==> src/rtl/trig_cmd_pkg.sv <==
// Shared types and defaults for the triplicated trigger-command detector.
package trig_cmd_pkg;

  typedef enum logic [1:0] {
    ST_IDLE = 2'd0,
    ST_HDR  = 2'd1,
    ST_ID   = 2'd2
  } fsm_e;

  localparam logic [2:0] L1_CODE_DEF = 3'b110;
  localparam logic [2:0] R3_CODE_DEF = 3'b101;

  // Start bit plus type field plus ID field.
  function automatic int frame_len(input int hdr_w, input int id_w);
    return 1 + hdr_w + id_w;
  endfunction

endpackage

==> src/rtl/tmr_vote.sv <==
// Bitwise 2-of-3 majority voter with a flag raised when any replica disagrees.
module tmr_vote #(
  parameter int WIDTH = 1
) (
  input  logic [WIDTH-1:0] in_a,
  input  logic [WIDTH-1:0] in_b,
  input  logic [WIDTH-1:0] in_c,
  output logic [WIDTH-1:0] vote_o,
  output logic             mismatch_o
);

  assign vote_o     = (in_a & in_b) | (in_a & in_c) | (in_b & in_c);
  assign mismatch_o = |((in_a ^ in_b) | (in_a ^ in_c));

endmodule

==> src/rtl/trig_cmd_detect_tmr.sv <==
// Triplicated serial L1/R3 command detector; every state flop is voted and fed back each cycle.
//   state | meaning
//   IDLE  | waiting for a start bit
//   HDR   | shifting in the type code
//   ID    | shifting in the ID field
module trig_cmd_detect_tmr
  import trig_cmd_pkg::*;
#(
  parameter int                   ID_WIDTH     = 8,
  parameter int                   HDR_WIDTH    = 3,
  parameter logic [HDR_WIDTH-1:0] L1_CODE      = HDR_WIDTH'(L1_CODE_DEF),
  parameter logic [HDR_WIDTH-1:0] R3_CODE      = HDR_WIDTH'(R3_CODE_DEF),
  parameter int                   ERRCNT_WIDTH = 8
) (
  input  logic                    clk,
  input  logic                    Resetb,
  input  logic                    det_en,
  input  logic                    cmd_in,
  input  logic                    cnt_clr,
  output logic                    l1_ack,
  output logic [ID_WIDTH-1:0]     l1_id,
  output logic                    r3_ack,
  output logic [ID_WIDTH-1:0]     r3_id,
  output logic                    cmd_err,
  output logic                    seu_err,
  output logic [ERRCNT_WIDTH-1:0] seu_cnt
);

  localparam int SH_W = (ID_WIDTH > HDR_WIDTH) ? ID_WIDTH : HDR_WIDTH;
  localparam int CW   = (SH_W > 1) ? $clog2(SH_W) : 1;
  localparam int ST_W = 2 + CW + SH_W + 1 + 2 * ID_WIDTH + 3 + ERRCNT_WIDTH;

  localparam logic [CW-1:0] HDR_LAST = CW'(HDR_WIDTH - 1);
  localparam logic [CW-1:0] ID_LAST  = CW'(ID_WIDTH - 1);

  logic [3*ST_W-1:0]       rep_all;
  logic [ST_W-1:0]         st_v;
  logic                    mismatch;

  logic [1:0]              v_fsm;
  logic [CW-1:0]           v_bcnt;
  logic [SH_W-1:0]         v_shift;
  logic                    v_is_l1;
  logic [ID_WIDTH-1:0]     v_l1_id;
  logic [ID_WIDTH-1:0]     v_r3_id;
  logic                    v_l1_ack;
  logic                    v_r3_ack;
  logic                    v_cmd_err;
  logic [ERRCNT_WIDTH-1:0] v_cnt;

  logic                    seu_err_d;
  logic                    seu_err_q;

  assign {v_fsm, v_bcnt, v_shift, v_is_l1, v_l1_id, v_r3_id,
          v_l1_ack, v_r3_ack, v_cmd_err, v_cnt} = st_v;

  // Each replica computes its next state from the voted state, so an upset in one copy is overwritten next edge.
  for (genvar r = 0; r < 3; r++) begin : g_rep
    logic [ST_W-1:0]         st_d;
    logic [ST_W-1:0]         st_q;
    logic [ST_W-1:0]         st_o;
    fsm_e                    fsm_n;
    logic [CW-1:0]           bcnt_n;
    logic [SH_W-1:0]         shift_in;
    logic [SH_W-1:0]         shift_n;
    logic                    is_l1_n;
    logic [ID_WIDTH-1:0]     l1_id_n;
    logic [ID_WIDTH-1:0]     r3_id_n;
    logic                    l1_ack_n;
    logic                    r3_ack_n;
    logic                    cmd_err_n;
    logic [ERRCNT_WIDTH-1:0] cnt_n;

    always_comb begin
      shift_in  = {v_shift[SH_W-2:0], cmd_in};
      fsm_n     = fsm_e'(v_fsm);
      bcnt_n    = v_bcnt;
      shift_n   = v_shift;
      is_l1_n   = v_is_l1;
      l1_id_n   = v_l1_id;
      r3_id_n   = v_r3_id;
      l1_ack_n  = 1'b0;
      r3_ack_n  = 1'b0;
      cmd_err_n = 1'b0;

      if (!det_en) begin
        fsm_n  = ST_IDLE;
        bcnt_n = '0;
      end else begin
        case (v_fsm)
          ST_IDLE: begin
            if (cmd_in) begin
              fsm_n  = ST_HDR;
              bcnt_n = '0;
            end
          end
          ST_HDR: begin
            shift_n = shift_in;
            bcnt_n  = v_bcnt + 1'b1;
            if (v_bcnt == HDR_LAST) begin
              bcnt_n = '0;
              if (shift_in[HDR_WIDTH-1:0] == L1_CODE || shift_in[HDR_WIDTH-1:0] == R3_CODE) begin
                fsm_n   = ST_ID;
                is_l1_n = (shift_in[HDR_WIDTH-1:0] == L1_CODE);
              end else begin
                fsm_n     = ST_IDLE;
                cmd_err_n = 1'b1;
              end
            end
          end
          ST_ID: begin
            shift_n = shift_in;
            bcnt_n  = v_bcnt + 1'b1;
            if (v_bcnt == ID_LAST) begin
              fsm_n  = ST_IDLE;
              bcnt_n = '0;
              if (v_is_l1) begin
                l1_id_n  = shift_in[ID_WIDTH-1:0];
                l1_ack_n = 1'b1;
              end else begin
                r3_id_n  = shift_in[ID_WIDTH-1:0];
                r3_ack_n = 1'b1;
              end
            end
          end
          default: begin
            fsm_n  = ST_IDLE;
            bcnt_n = '0;
          end
        endcase
      end

      // Clear beats a coincident increment; the counter saturates at all-ones.
      if (cnt_clr)
        cnt_n = '0;
      else if (seu_err_q && (v_cnt != '1))
        cnt_n = v_cnt + 1'b1;
      else
        cnt_n = v_cnt;

      st_d = {fsm_n, bcnt_n, shift_n, is_l1_n, l1_id_n, r3_id_n,
              l1_ack_n, r3_ack_n, cmd_err_n, cnt_n};
    end

    always_ff @(posedge clk or negedge Resetb) begin
      if (!Resetb)
        st_q <= '0;
      else
        st_q <= st_d;
    end

    assign st_o                    = st_q;
    assign rep_all[r*ST_W +: ST_W] = st_o;
  end

  tmr_vote #(
    .WIDTH(ST_W)
  ) u_vote (
    .in_a       (rep_all[0 +: ST_W]),
    .in_b       (rep_all[ST_W +: ST_W]),
    .in_c       (rep_all[2*ST_W +: ST_W]),
    .vote_o     (st_v),
    .mismatch_o (mismatch)
  );

  always_comb begin
    seu_err_d = mismatch;
  end

  always_ff @(posedge clk or negedge Resetb) begin
    if (!Resetb)
      seu_err_q <= 1'b0;
    else
      seu_err_q <= seu_err_d;
  end

  assign l1_ack  = v_l1_ack;
  assign l1_id   = v_l1_id;
  assign r3_ack  = v_r3_ack;
  assign r3_id   = v_r3_id;
  assign cmd_err = v_cmd_err;
  assign seu_err = seu_err_q;
  assign seu_cnt = v_cnt;

endmodule

==> config.mk <==
export PLATFORM = sky130hd
export DESIGN_NAME = trig_cmd_detect_tmr
export DESIGN_NICKNAME = d
export VERILOG_FILES = /design/src/rtl/trig_cmd_pkg.sv /design/src/rtl/tmr_vote.sv /design/src/rtl/trig_cmd_detect_tmr.sv
export SDC_FILE = /design/constraint.sdc
export NUM_CORES = 1
export LEC_CHECK = 0
export CAP_MARGIN = 0
export CELL_PAD_IN_SITES_DETAIL_PLACEMENT = 1
export CELL_PAD_IN_SITES_GLOBAL_PLACEMENT = 1
export CORE_AREA = 5 5 84 67
export DETAILED_ROUTE_END_ITERATION = 10
export DIE_AREA = 0 0 89 72
export GPL_TIMING_DRIVEN = 0
export PLACE_DENSITY_LB_ADDON = 0.1
export SLEW_MARGIN = 5
export SYNTH_ARGS = -nofsm -noshare
export SYNTH_HDL_FRONTEND = slang
export SYNTH_SLANG_ARGS = --single-unit
==> constraint.sdc <==
create_clock -name clk -period 1.44 [get_ports clk]
set_input_delay 0.36 -clock clk [delete_from_list [all_inputs] [get_ports clk]]
set_output_delay 0.36 -clock clk [all_outputs]
set_load 0.05 [all_outputs]
-- After elaboration in Yosys (flattened, before gate mapping)
Index checks and enable logic that the tools add are counted.
- add/sub/neg operators: 2
- equality and inequality tests: 7
- mux-type cells: 39
- bitwise operators: 5
- reduce and logical (&&, ||, !) cells: 5
- operators with widths (operator ; number):
    $or A41 B41 Y41 ; 3
    $mux W8 ; 12
    $and A41 B41 Y41 ; 1
    $reduce_or A41 Y1 ; 1
    $xor A41 B41 Y41 ; 1
    $mux W1 ; 16
    $mux W3 ; 4
    $mux W2 ; 5
    $eq A3 B3 Y1 const B ; 3
    $pmux W3 S3 ; 1
    $add A8 B1 Y8 const B ; 1
    $ne A8 B8 Y1 const B ; 1
    $pmux W2 S3 ; 1
    $add A3 B1 Y3 const B ; 1
    $eq A3 B2 Y1 const B ; 1
    $eq A2 B1 Y1 const B ; 1
    $eq A2 B2 Y1 const B ; 1
    $logic_not A2 Y1 ; 1
    $reduce_or A2 Y1 ; 1
    $logic_and A1 B1 Y1 ; 1
    $logic_or A1 B1 Y1 ; 1
- bits in registers: 42
- bits of input ports: 5
- output and inout port bits: 28

-- Depth between registers and ports, before layout
- depth in word-level cells: 9
- gate-level depth with buffers: 5
- gate-level depth less buffers: 5

-- Hierarchy
A second synthesis with hierarchy kept.
- cell total of the unflattened synthesis: 328
- area, all modules: 3470.8 sq um
- modules (own cells, without submodules) (module ; times used ; cells an instance ; area each (sq um) ; sequential area each (sq um)):
    trig_cmd_detect_tmr ; 1 ; 177 ; 1903.1 ; 1051.0
    tmr_vote ; 1 ; 151 ; 1567.8 ; 0.0

-- Least setup slack after synthesis
OpenSTA, ideal clock, no wires.
- kind: reg-to-reg
- from: reg g_rep[2].st_q[36]
- to: reg g_rep[2].st_q[39]
- library setup time: 0.096 ns
- data arrival time: 1.361 ns
- data required time: 1.344 ns
- setup slack: -0.017 ns
- stages on the path, launching flop included: 6
- buffers on the path: 0
- path through: dfrtp_1 -> ha_1 -> ha_1 -> and2b_4 -> a211oi_2 -> nor4_2
- longest elaborated chain between the ends: 7
- elaborated cells on any way between the ends: 9
- classes of those cells: eq/ne: 2; mux: 4; bitwise: 3
- ends and longest elaborated chain (what ; RTL line ; text):
    from (decl) ; trig_cmd_detect_tmr.sv:60 ; logic [ST_W-1:0] st_q;
    from (signal assigned) ; trig_cmd_detect_tmr.sv:149 ; st_q <= st_d;
    $and A41 B41 Y41 (*) ; - ;
    $or A41 B41 Y41 ; tmr_vote.sv:12 ; assign vote_o = (in_a & in_b) | (in_a & in_c) | (in_b & in_c);
    $or A41 B41 Y41 (*) ; tmr_vote.sv:12 ;
    $eq A3 B3 Y1 / $eq A3 B2 Y1 (equally long branches) ; - ;
    $mux W2, on equally long branches ; - ;
    $pmux W2 S3 (*) ; - ;
    $mux W2 (*) ; - ;
    via g_rep[0].fsm_n[0] ; trig_cmd_detect_tmr.sv:62 ; fsm_e fsm_n;
Mark *: on every way through the listed nets, which the timed path passes. The rest lies on a longest branch.

-- Worst setup path after layout
- from: reg g_rep[2].st_q[36]
- to: reg g_rep[2].st_q[40]
Same word-level chain as after synthesis.

==> run metrics <==
DR pass1 iterations=4; crit-path cells=ha_2 > ha_4 > and2b_4 > a211oi_2 > o31ai_2; routed vias=1066; Internal=0.00176 W; Worst-path clk slew=0.07 ns; Inst Count DP=216; top cell type's share of synthesized area=0.495; count leader, synth=dfrtp_1; total track usage=0.121; RSZ-0062 raised after global routing=yes; crit path capture=g_rep[2].st_o[40]; depth of the most critical reg-to-reg path=5; clk buf depth=2; Seq/Total Area, Yosys=0.495; Hold WS=0.134 ns; Area Growth Syn to Fin=33.6%; GR Layer Usage met2=0.185; initial drt markers=24; initial antenna violation count=0; #FFs+latches synth=32; reg-to-reg slack, setup=0.003 ns; Psw=0.000630 W; sequential power share=0.464; pwr/cell area=1110 nW/um^2; grt total ovfl=0; WL per Instance=15.2 um; Worst-Margin Slew=0.744 ns; Yosys cell types=28; Clock Latency Late Sink=0.29 ns; Max VDD drop=629 uV; Reg-to-Reg Start=g_rep[2].st_o[36]; Fin. Hold Viols=0; Die Area=6410 um^2; Root Driver=clkbuf_8; ranking of synthesized cells by area=dfrtp_1, mux2_2, buf_4; Ant. Diodes=0; Critical R2R Capture=g_rep[2].st_o[40]; non-filler cells in the finished layout=232; Synth area leader=dfrtp_1; endpoints failing setup=0; CORE AREA=4710 um^2; grt met3 use=0.0397; Critical Path Max Stage Delay=0.39 ns; yosys warns=0; setup TNS=0 ns; Setup crit start=g_rep[2].st_o[36]; skew final=0.0121 ns; Max-cap violations=0; FP Rows=22; most frequent cells after synthesis=dfrtp_1, buf_4, mux2_2; I/O Buffers=21; number of synthesized flops with an enable pin=0; vias in the first global route=1205; # H-tree levels=2; largest net degree at the start of global routing=33; Filler Cells Inserted=488; synthesized area=1620 um^2; clock sinks=32; Sw Share=0.263; Static Leak=1.15 nW; fraction of layout cells with a size suffix above 1=0.628; most used routing layer in global routing=met2; routed wire length=3520 um; WP buf/inv=0; Slew Limit Fails=0; Worst Setup End Kind=flop; CTS tree=yes; CP startpoint kind=flop; crit share post-route=0.998; Worst Path Required=1.63 ns; class of the worst hold path=input pin to async pin; crit path DAT=1.63 ns; WP depth=5; TritonCTS Buffers=5; Die Y-Extent=72 um; Remaining DRCs=0; Top Ports=33; detailed placement HPWL=2310 um; CP max FO=5; synthesized instance count=127; Nets=183; CP top delay family=adder cells; Post-synth ARST share=1.00; outcome=finished clean; antenna viol nets, final=0; first-pass GRT wire length=5900 um; Max-Slew Margin vs Limit=0.504; final RePlAce weighted congestion=0.766; Tmin final=1.44 ns; Comb pwr share=0.140; die width=89 um; average size of a mapped cell=12.7 um^2; Hold-fix buffers, CTS=0; clock network fraction of total power=0.395; Fmax=0.696 GHz; Worst Setup Path Type=flop to flop; Vias/cell=4.59; CP max-delay cell=dfrtp_1; grt met1 use=0.161; Initial Util=0.344; top_reg_cell synth=dfrtp_1; max FFs per register=32
through the flow:
step / setup WS [ns] / area, um^2 / total power [W] / util
2_1_floorplan: 0.0380 / 1650 / 0.00132 / -
3_3_place_gp: -0.632 / 1940 / 0.00140 / 0.411
3_5_place_dp: -0.226 / 1930 / 0.00142 / 0.410
4_1_cts: 0.00941 / 2080 / 0.00239 / 0.441
5_1_grt: -0.0686 / 2160 / 0.00251 / 0.460
6_report: 0.00271 / 2160 / 0.00239 / 0.460
logic make-up (layout without fill, tap and decap cells):
family,Yosys count,in the layout,share of synthesized area
simple gates,20,22,0.0958
mux,23,23,0.165
compound gates,11,11,0.0487
buf+inv,32,67,0.134
flops,32,32,0.495
xor+xnor,1,1,0.00541
fa+ha+maj,7,7,0.0541
other cells,1,9,0.00232
routing by layer:
layer | share of wire | vias to the layer above
met2 | 0.48 | 28
met5 | 0 | -
met1 | 0.46 | 533
met3 | 0.056 | 4
li1 | - | 501
met4 | 0.010 | 0
cell type report:
class                      count  area (um^2)  area share
buffer                        26          195      0.0902
clock buffer                   7         96.3      0.0445
clock inverter                 1         30.0      0.0139
inverter                       6         22.5      0.0104
multi-input combinational     73          768       0.355
sequential                    32          802       0.371
tap                           60         75.1      0.0347
timing repair buffer          27          174      0.0804
worst register-to-register path: cells and delay by family, from the launching register on:
kind | cells | cell delay, ns
DFF | 1 | 0.39
AOI/OAI and AO/OA | 2 | 0.26
and+or+nand+nor | 1 | 0.29
adders and majority gates | 2 | 0.41
repair_timing:
| item | in CTS | in global routing |
|---|---|---|
| hold endpoints to repair | 0 | 0 |
| cloned | 2 | 0 |
| resized for setup | 97 | 17 |
| setup buffers | 4 | 2 |
| setup endpoints to repair | 47 | 26 |
| pin swaps | 3 | 9 |
layout by cell type (no fill, tap or decap), drive strengths merged, types with 4 or more instances in the layout:
master   n
ha       7
clkbuf   7
conb     9
inv      6
buf     49
nor2     4
dfrtp   32
mux2    23
how the worst min path moves through the flow:
stage | startpoint | end | slack (ns) | cells after the start
2_1_floorplan | Resetb | g_rep[2].st_o[10] | 0.06 | 0
3_3_place_gp | g_rep[2].st_o[11] | g_rep[2].st_o[11] | 0.49 | 1
3_5_place_dp | Resetb | g_rep[2].st_o[15] | 0.47 | 1
4_1_cts | Resetb | g_rep[2].st_o[25] | 0.16 | 1
5_1_grt | Resetb | g_rep[2].st_o[27] | 0.19 | 1
6_report | Resetb | g_rep[2].st_o[27] | 0.13 | 1
power by group through the flow:
stage / clock, W / sequential, W / combinational, W
floorplan: 0 / 0.00109 / 0.000231
global placement: 0 / 0.00112 / 0.000274
detailed placement: 0 / 0.00114 / 0.000285
CTS: 0.000965 / 0.00111 / 0.000309
global route: 0.00100 / 0.00113 / 0.000374
finish: 0.000946 / 0.00111 / 0.000336
Power figures use the tool's default switching activity.
